[config.mk]
export PLATFORM = sky130hd
export DESIGN_NAME = hazard_controller
export DESIGN_NICKNAME = d
export VERILOG_FILES = /design/src/rtl/hazard_pkg.sv /design/src/rtl/hazard_controller_sat_counter.sv /design/src/rtl/hazard_controller.sv
export SDC_FILE = /design/constraint.sdc
export NUM_CORES = 1
export LEC_CHECK = 0
export ABC_AREA = 1
export CAP_MARGIN = 15
export CORE_MARGIN = 2
export CORE_UTILIZATION = 48
export CTS_CLUSTER_DIAMETER = 80
export DETAILED_ROUTE_END_ITERATION = 10
export PLACE_DENSITY_LB_ADDON = 0.25
export SYNTH_ARGS = -nofsm -noshare
export SYNTH_HDL_FRONTEND = slang
export SYNTH_SLANG_ARGS = --single-unit
export TNS_END_PERCENT = 10
[constraint.sdc]
create_clock -name clk -period 2.5 [get_ports clk]
set_clock_uncertainty 0.15 [all_clocks]
set_input_delay 0.375 -clock clk [delete_from_list [all_inputs] [get_ports clk]]
set_output_delay 0.375 -clock clk [all_outputs]
set_load 0.005 [all_outputs]
[src/rtl/hazard_pkg.sv]
// Shared types and constants for the pipeline hazard/stall sequencer.
package hazard_pkg;

    typedef enum logic [1:0] {
        RUN      = 2'd0,
        STALL_LU = 2'd1,
        MEM_WAIT = 2'd2
    } hz_state_t;

    localparam logic [4:0]  REG_ZERO  = 5'd0;
    localparam logic [31:0] NOP_INSTR = 32'h0000_0000;

    // A load in EX targets a register the ID instruction reads ($zero never counts).
    function automatic logic load_use_hit(
        input logic       mem_read,
        input logic [4:0] ex_rt,
        input logic [4:0] id_rs,
        input logic [4:0] id_rt,
        input logic       uses_rt
    );
        return mem_read && (ex_rt != REG_ZERO) &&
               ((ex_rt == id_rs) || ((ex_rt == id_rt) && uses_rt));
    endfunction

endpackage

[src/rtl/hazard_controller_sat_counter.sv]
// Saturating up-counter used for the stall and flush performance counters.
module sat_counter #(
    parameter int WIDTH = 32
) (
    input  logic             clk,
    input  logic             reset,
    input  logic             inc,
    output logic [WIDTH-1:0] count
);

    // Count qualified cycles, sticking at all-ones.
    always_ff @(posedge clk or negedge reset) begin
        if (!reset) begin
            count <= '0;
        end else if (inc && (count != '1)) begin
            count <= count + WIDTH'(1);
        end else begin
            count <= count;
        end
    end

endmodule

[src/rtl/hazard_controller.sv]
// Hazard and stall sequencer for the 5-stage core: load-use stalls, branch/jump
// squashing, memory wait freezes, a sticky wait timeout and performance counters.
module hazard_controller
    import hazard_pkg::*;
#(
    parameter int LOAD_USE_STALL = 1,
    parameter int WAIT_TIMEOUT   = 255,
    parameter int CNT_W          = 32
) (
    input  logic             clk,
    input  logic             reset,
    input  logic [4:0]       if_id_rs,
    input  logic [4:0]       if_id_rt,
    input  logic             if_id_uses_rt,
    input  logic             id_ex_mem_read,
    input  logic [4:0]       id_ex_rt,
    input  logic             branch_taken,
    input  logic             jump_id,
    input  logic             imem_ready,
    input  logic             dmem_ready,
    output logic             pc_write,
    output logic             if_id_enable,
    output logic             if_id_flush,
    output logic             id_ex_bubble,
    output logic             pipe_freeze,
    output logic             timeout_error,
    output logic [CNT_W-1:0] stall_cycles,
    output logic [CNT_W-1:0] flush_count
);

    localparam int              WT_W      = $clog2(WAIT_TIMEOUT + 1);
    localparam logic [WT_W-1:0] WT_MAX    = WT_W'(WAIT_TIMEOUT);
    localparam logic [1:0]      LU_RELOAD = 2'(LOAD_USE_STALL - 1);

    hz_state_t       state_r, next_state_s, ret_state_r, next_ret_s, eff_state_s;
    logic [1:0]      lu_cnt_r, next_lu_cnt_s;
    logic [WT_W-1:0] wait_cnt_r, wait_next_s;
    logic            timeout_r;
    logic            freeze_s, lu_s, lu_stall_s;
    logic            pc_write_s, if_id_enable_s, if_id_flush_s, id_ex_bubble_s, pipe_freeze_s;

    assign freeze_s = !imem_ready || !dmem_ready;
    assign lu_s     = load_use_hit(id_ex_mem_read, id_ex_rt, if_id_rs, if_id_rt, if_id_uses_rt);

    // Priority resolution of the control outputs and FSM next state.
    always_comb begin
        pc_write_s     = 1'b0;
        if_id_enable_s = 1'b0;
        if_id_flush_s  = 1'b0;
        id_ex_bubble_s = 1'b0;
        pipe_freeze_s  = 1'b0;
        next_state_s   = state_r;
        next_ret_s     = ret_state_r;
        next_lu_cnt_s  = lu_cnt_r;
        // The wake-up cycle out of MEM_WAIT behaves as the state that was left,
        // except that a fresh load-use is not detected there.
        eff_state_s    = (state_r == MEM_WAIT) ? ret_state_r : state_r;
        lu_stall_s     = (eff_state_s == STALL_LU) || ((state_r == RUN) && lu_s);

        if (freeze_s) begin
            pipe_freeze_s = 1'b1;
            next_state_s  = MEM_WAIT;
            if (state_r != MEM_WAIT) begin
                next_ret_s = state_r;
            end else begin
                next_ret_s = ret_state_r;
            end
        end else if (branch_taken) begin
            pc_write_s     = 1'b1;
            if_id_enable_s = 1'b1;
            if_id_flush_s  = 1'b1;
            id_ex_bubble_s = 1'b1;
            next_state_s   = RUN;
            next_lu_cnt_s  = 2'd0;
        end else if (jump_id) begin
            // The ID instruction is replaced anyway, so an owed stall is dropped.
            pc_write_s     = 1'b1;
            if_id_enable_s = 1'b1;
            if_id_flush_s  = 1'b1;
            next_state_s   = RUN;
            next_lu_cnt_s  = 2'd0;
        end else if (lu_stall_s) begin
            id_ex_bubble_s = 1'b1;
            if (eff_state_s == STALL_LU) begin
                if (lu_cnt_r == 2'd1) begin
                    next_state_s  = RUN;
                    next_lu_cnt_s = 2'd0;
                end else begin
                    next_state_s  = STALL_LU;
                    next_lu_cnt_s = lu_cnt_r - 2'd1;
                end
            end else if (LOAD_USE_STALL > 1) begin
                next_state_s  = STALL_LU;
                next_lu_cnt_s = LU_RELOAD;
            end else begin
                next_state_s  = RUN;
            end
        end else begin
            pc_write_s     = 1'b1;
            if_id_enable_s = 1'b1;
            next_state_s   = RUN;
        end
    end

    // FSM state, saved return state and remaining load-use stall count.
    always_ff @(posedge clk or negedge reset) begin
        if (!reset) begin
            state_r     <= RUN;
            ret_state_r <= RUN;
            lu_cnt_r    <= 2'd0;
        end else begin
            state_r     <= next_state_s;
            ret_state_r <= next_ret_s;
            lu_cnt_r    <= next_lu_cnt_s;
        end
    end

    // Consecutive freeze cycles, saturating at the timeout threshold.
    always_comb begin
        if (!freeze_s) begin
            wait_next_s = '0;
        end else if (wait_cnt_r == WT_MAX) begin
            wait_next_s = WT_MAX;
        end else begin
            wait_next_s = wait_cnt_r + WT_W'(1);
        end
    end

    // Wait counter and sticky timeout flag.
    always_ff @(posedge clk or negedge reset) begin
        if (!reset) begin
            wait_cnt_r <= '0;
            timeout_r  <= 1'b0;
        end else begin
            wait_cnt_r <= wait_next_s;
            timeout_r  <= timeout_r || (freeze_s && (wait_next_s == WT_MAX));
        end
    end

    sat_counter #(.WIDTH(CNT_W)) u_stall_cnt (
        .clk   (clk),
        .reset (reset),
        .inc   (!pc_write_s),
        .count (stall_cycles)
    );

    sat_counter #(.WIDTH(CNT_W)) u_flush_cnt (
        .clk   (clk),
        .reset (reset),
        .inc   (if_id_flush_s),
        .count (flush_count)
    );

    // Controls are forced inactive for as long as reset is held.
    assign pc_write      = reset & pc_write_s;
    assign if_id_enable  = reset & if_id_enable_s;
    assign if_id_flush   = reset & if_id_flush_s;
    assign id_ex_bubble  = reset & id_ex_bubble_s;
    assign pipe_freeze   = reset & pipe_freeze_s;
    assign timeout_error = timeout_r;

endmodule

### After elaboration in Yosys (flattened, before gate mapping)

Cells that the tools add are included.
Widths: inputs -> output; s select.

* logic and storage cells: 72
* bits in registers: 79
* output and inout bits: 70
* bits of input ports: 23

* bitwise logic cells: 5
* $add $sub $neg: 4
* reduce and logical (&&, ||, !) cells: 20
* mux-type cells: 26
* equal/unequal tests: 10

Operators by type and width (count)
* $add 32x1->32 const B: 2
* $ne 32x32->1 const B: 2
* $mux 2: 11
* $eq 8x8->1 const B: 2
* $mux 8: 2
* $mux 1: 13
* $eq 5x5->1: 2
* $add 8x1->8 const B: 1
* $logic_and 1x1->1: 7
* $reduce_bool 3->1: 2
* $reduce_bool 5->1: 1
* $and 1x1->1: 4
* $eq 2x1->1 const B: 2
* $logic_or 1x1->1: 4
* $logic_not 1->1: 3
* $reduce_and 3->1: 1
* $eq 2x2->1 const B: 1
* $logic_not 2->1: 1
* $ne 2x2->1 const B: 1
* $reduce_and 2->1: 1
* $sub 2x1->2 const B: 1
* $not 1->1: 1

### Depth between registers and ports, before layout

Gate-level depths: netlist of run 1.

* word-level depth: 12
* depth in mapped cells: 13
* mapped depth without buffers: 12

### Hierarchy

From an unflattened synthesis of run 1, not the netlist that was laid out.

* cells, all modules: 817
* area total of the unflattened synthesis: 5430.2 um^2

By module, submodules not included
* sat_counter: cells each 333, sequential area each 800.8 um^2, area each 2190.9 um^2, times used 2
* hazard_controller: cells each 151, sequential area each 375.4 um^2, area each 1048.5 um^2, times used 1

### Least setup slack after synthesis of run 1

OpenSTA, ideal clock, no wires.

* path kind: in2out
* from: in dmem_ready
* to: out pc_write
* arrival: 1.508 ns
* stages: 7
* data required time: 1.975 ns
* path slack: 0.467 ns
* buffers on the path: 3
* cell sequence: nand2_1 -> nor2_1 -> inv_1 -> buf_2 -> buf_1 -> a21oi_1 -> buf_4

* word-level cells in the longest chain between the ends: 4

RTL lines
* start: declaration: RTL line hazard_controller.sv:20 `input logic dmem_ready,`
* $logic_not 1->1: RTL line hazard_controller.sv:42 `assign freeze_s = !imem_ready || !dmem_ready;`
* $logic_or 1x1->1: RTL line hazard_controller.sv:42
* $mux 1
* $and 1x1->1
* end: declaration: RTL line hazard_controller.sv:21 `output logic pc_write,`

Every way passes these cells.

### Worst setup path in the final report of run 1

* from: in if_id_rs[4]
* to: out id_ex_bubble

* word-level cells in the longest chain between the ends: 10

RTL lines
* start: declaration: RTL line hazard_controller.sv:12 `input logic [4:0] if_id_rs,`
* $eq 5x5->1: RTL line hazard_pkg.sv:22 `((ex_rt == id_rs) || ((ex_rt == id_rt) && uses_rt));`
* $logic_or 1x1->1: RTL line hazard_pkg.sv:22
* $logic_and 1x1->1: RTL line hazard_pkg.sv:21 `return mem_read && (ex_rt != REG_ZERO) &&`
* $logic_and 1x1->1: RTL line hazard_controller.sv:58 `lu_stall_s = (eff_state_s == STALL_LU) || ((state_r == RUN) && lu_s);`
* $logic_or 1x1->1: RTL line hazard_controller.sv:58
* $mux 1: RTL line hazard_controller.sv:82 `end else if (lu_stall_s) begin`
* $mux 1: RTL line hazard_controller.sv:75 `end else if (jump_id) begin`
* $mux 1: RTL line hazard_controller.sv:68 `end else if (branch_taken) begin`
* $mux 1: RTL line hazard_controller.sv:60 `if (freeze_s) begin`
* $and 1x1->1: RTL line hazard_controller.sv:158 `assign id_ex_bubble = reset & id_ex_bubble_s;`
* end: declaration: RTL line hazard_controller.sv:24 `output logic id_ex_bubble,`

Every way passes these cells.

==> results.md, run 1 <==
- Syn Inst Count: 748
- Post-CTS setup buffer count: 0
- Die Area: 0.01164 mm2
- Crit-path slowest cell: clkdlybuf4s50_1
- FF+latch area: 0.001977 mm2
- VDD IR-drop max: 0.3982 mV
- Post-synthesis sequential area ratio: 38.15%
- Worst setup startpoint: if_id_rs[4]
- CP peak stage delay: 480 ps
- Hold Fails Final Rpt: 0
- Post-Syn Nets: 775
- Vias: 5,198
- Reg2reg start: u_flush_cnt.count[1]$_DFFE_PN0P_
- Data arrival, critical path: 1870 ps
- Clk root buf: clkbuf_8
- H-tree depth: 3
- Fin cells: 984
- Period utilization: 95.65%
- DRC: 0
- CP bufs+invs: 3
- R2r setup slk: 300 ps
- Levels on crit path: 12
- Hold_ws: 345.5 ps
- Final WL: 13,430 um
- Share of cells above drive strength 1: 6.958%
- Die Wd: 107.9 um
- Worst Path Class, Setup: in2out
- Final Net Count: 871
- Initial Util: 49.75%
- CP endpoint: id_ex_bubble
- Fmax: 418.2 MHz
- Placed cells: 968
- Gr ovfl total: 0
- Setup violations, final: 0
- Vias in the first global route: 5,126
- RD Place Congestion: 0.9830
- Row count: 37
- DR iter-0 viols: 232
- Core Box Area: 0.01042 mm2
- Min-Delay Path Class: reg2reg
- Synth warn: 0
- Crit path time final: 2391 ps
- Core Util, Final: 62.47%
- GRT Total Usage: 24.03%
- Yosys reg bits: 79
- Die Y: 107.9 um
- CP max FO: 2
- Slew @ Worst Pin: 738.0 ps
- Max_slew headroom: 50.80%
- Clk slew on worst S/H paths: 90 ps
- Leakage: 2.947 nW
- CTS tree: done
- Most frequent cells in the layout: 278 x nand2_1, 87 x nor2_1, 84 x clkdlybuf4s50_1
- I/O pins: 93
- Mapped Area: 0.005182 mm2
- TritonCTS Sinks: 79
- Post-route ant nets: 0
- Post-DP HPWL: 9966 um
- Synthesis-to-finish area growth: 25.57%
- ANT cells: 0
- Final max-slew violation count: 0
- Vias per cell: 5.283
- Final worst slack: 108.8 ps
- Req. time, crit path: 1980 ps
- Pwr/cell area: 513.3 mW/mm2
- Routed len/inst: 13.65 um
- First-pass GRT wire length: 22,810 um
- CTS Buf Count: 9
- FF-to-FF path depth: 9
- CP Cell Sequence: clkdlybuf4s50_1, inv_1, nand2_1, nand2_1, nor2_1, nand3_1, nand2_1, nand2_2, a21oi_2, nor2_1, nor2_1, dlygate4sd2_1
- TritonRoute pass-1 iters: 5
- CTS Buffer Depth: 2
- Crit path capture type: primary output
- Buffers added on ports: 92
- Pin count of the biggest net entering global routing: 60
- Synth cell types: 36
- Area taken by multi-input logic gates: 0.002818 mm2
- Pre-CTS setup slack: -258.1 ps
- Initial antenna violation count: 0
- Worst-Skew Late Latency: 350 ps
- Mean post-synth cell area: 6.928 um2
- Outcome: finished, final reports clean
- Fillers: 976
- Number of max-cap violations: 0
- FF-to-FF End: u_flush_cnt.count[4]$_DFFE_PN0P_
- Crit path max-delay family: buffers and inverters
- Commonest non-fill, non-tap cell in the layout: nand2_1
- Startpoint types: input pin
## worst reg2reg max path, stage by stage, from the launching register on
cell and delay (ps):
dfrtp_1 430, ha_1 220, nand3_1 140, inv_1 120, nand2_1 100, nor2_2 210, nand2_1 100, nand2_2 410
o21ai_0 170, nand2_1 100
## timing repair
action | 4_1_cts | 5_1_grt
pin swaps | 0 | 2
hold buffers | 1 | 0
resized for setup | 8 | 2
cloned | 0 | 0
endpoints found under the hold margin | 20 | 0
endpoints found under the setup margin | 3 | 1
## metal layers
layer	global-route usage (%)	share of wire (%)	vias to the layer above
met5	0	0	-
met4	7.418	1.7	0
met3	5.266	5.5	22
met2	41.91	50	169
met1	29.70	43	2434
li1	-	-	2573
## worst min-delay path by stage
| stage | from | endpoint | slack [ps] | depth (start not counted) |
|---|---|---|---|---|
| floorplan | reset | lu_cnt_r[0]$_DFFE_PN0P_ | -70 | 0 |
| global placement | reset | u_stall_cnt.count[22]$_DFFE_PN0P_ | 250 | 2 |
| detailed placement | reset | u_stall_cnt.count[25]$_DFFE_PN0P_ | 250 | 2 |
| CTS | timeout_error$_DFF_PN0_ | timeout_error$_DFF_PN0_ | 350 | 1 |
| global route | timeout_error$_DFF_PN0_ | timeout_error$_DFF_PN0_ | 370 | 1 |
| finish | timeout_error$_DFF_PN0_ | timeout_error$_DFF_PN0_ | 350 | 1 |
## power by group
part	switching, mW	internal, mW
clock network	0.478	0.662
registers	0.148	1.39
logic	0.313	0.348
## cell usage after synthesis, drive strengths merged
| cell type | n | share of area, % |
|---|---|---|
| mux2i | 1 | 0.19 |
| nor3 | 16 | 2.1 |
| nand3 | 33 | 3.8 |
| nor2 | 97 | 7.9 |
| a22oi | 1 | 0.14 |
| and3 | 2 | 0.24 |
| o21bai | 1 | 0.14 |
| o21ai | 27 | 2.6 |
| ha | 4 | 0.97 |
| a21oi | 10 | 1.0 |
| inv | 74 | 5.4 |
| xnor2 | 17 | 2.9 |
| o211ai | 1 | 0.14 |
| nand3b | 9 | 1.3 |
| dfrtp | 79 | 38 |
| a21boi | 1 | 0.14 |
| a31oi | 1 | 0.12 |
| buf | 15 | 1.9 |
| nand4 | 48 | 5.8 |
| clkbuf | 6 | 0.43 |
| xor2 | 23 | 4.0 |
| nand2 | 282 | 21 |
## cell families (layout without fill, tap and decap cells)
group                    count (synthesis)  count (layout)  synth area share (%)
AO/OA/AOI/OAI                           42              42                 4.346
XOR/XNOR                                40              40                 6.905
adder cells (fa/ha/maj)                  4               4                0.9658
buffers and inverters                   95             195                 7.677
flip-flops                              79              79                 38.15
multiplexers                             1               1                0.1932
AND/OR/NAND/NOR                        487             487                 41.77
## registers in the layout (all words and copies together) (netlist names)
register,flops
u_flush_cnt.count,32
u_stall_cnt.count,32
wait_cnt_r,8
lu_cnt_r,2
ret_state_r,2
state_r,2
timeout_error,1
## area by class of cell
cell class / instances / area share, %
Clock buffer: 10 / 1.961
Clock inverter: 5 / 1.654
Inverter: 74 / 4.268
Multi-Input combinational cell: 574 / 43.30
Sequential cell: 79 / 30.38
Tap cell: 136 / 2.615
Timing Repair Buffer: 106 / 15.82
## metrics by stage
step                instance area (um2)  setup TNS, ps  total power [mW]
floorplan                          5182              0             1.875
global placement                   6261         -343.6             2.198
detailed placement                 6261          -4050             2.226
CTS                                6501              0             3.369
global route                       6507         -2.542             3.508
finish                             6507              0             3.340
Note: power is estimated with default switching activity, not from simulation.
==> run 2, diff against run 1 <==
--- a/config.mk
+++ b/config.mk
@@ -6,6 +6,7 @@
 export NUM_CORES = 1
 export LEC_CHECK = 0
 export ABC_AREA = 1
+export ABC_CLOCK_PERIOD_IN_PS = 2500
 export CAP_MARGIN = 15
 export CORE_MARGIN = 2
 export CORE_UTILIZATION = 48
==> results of run 2 <==
Same layout as run 1: the final DEF is identical, and so are final timing and power.
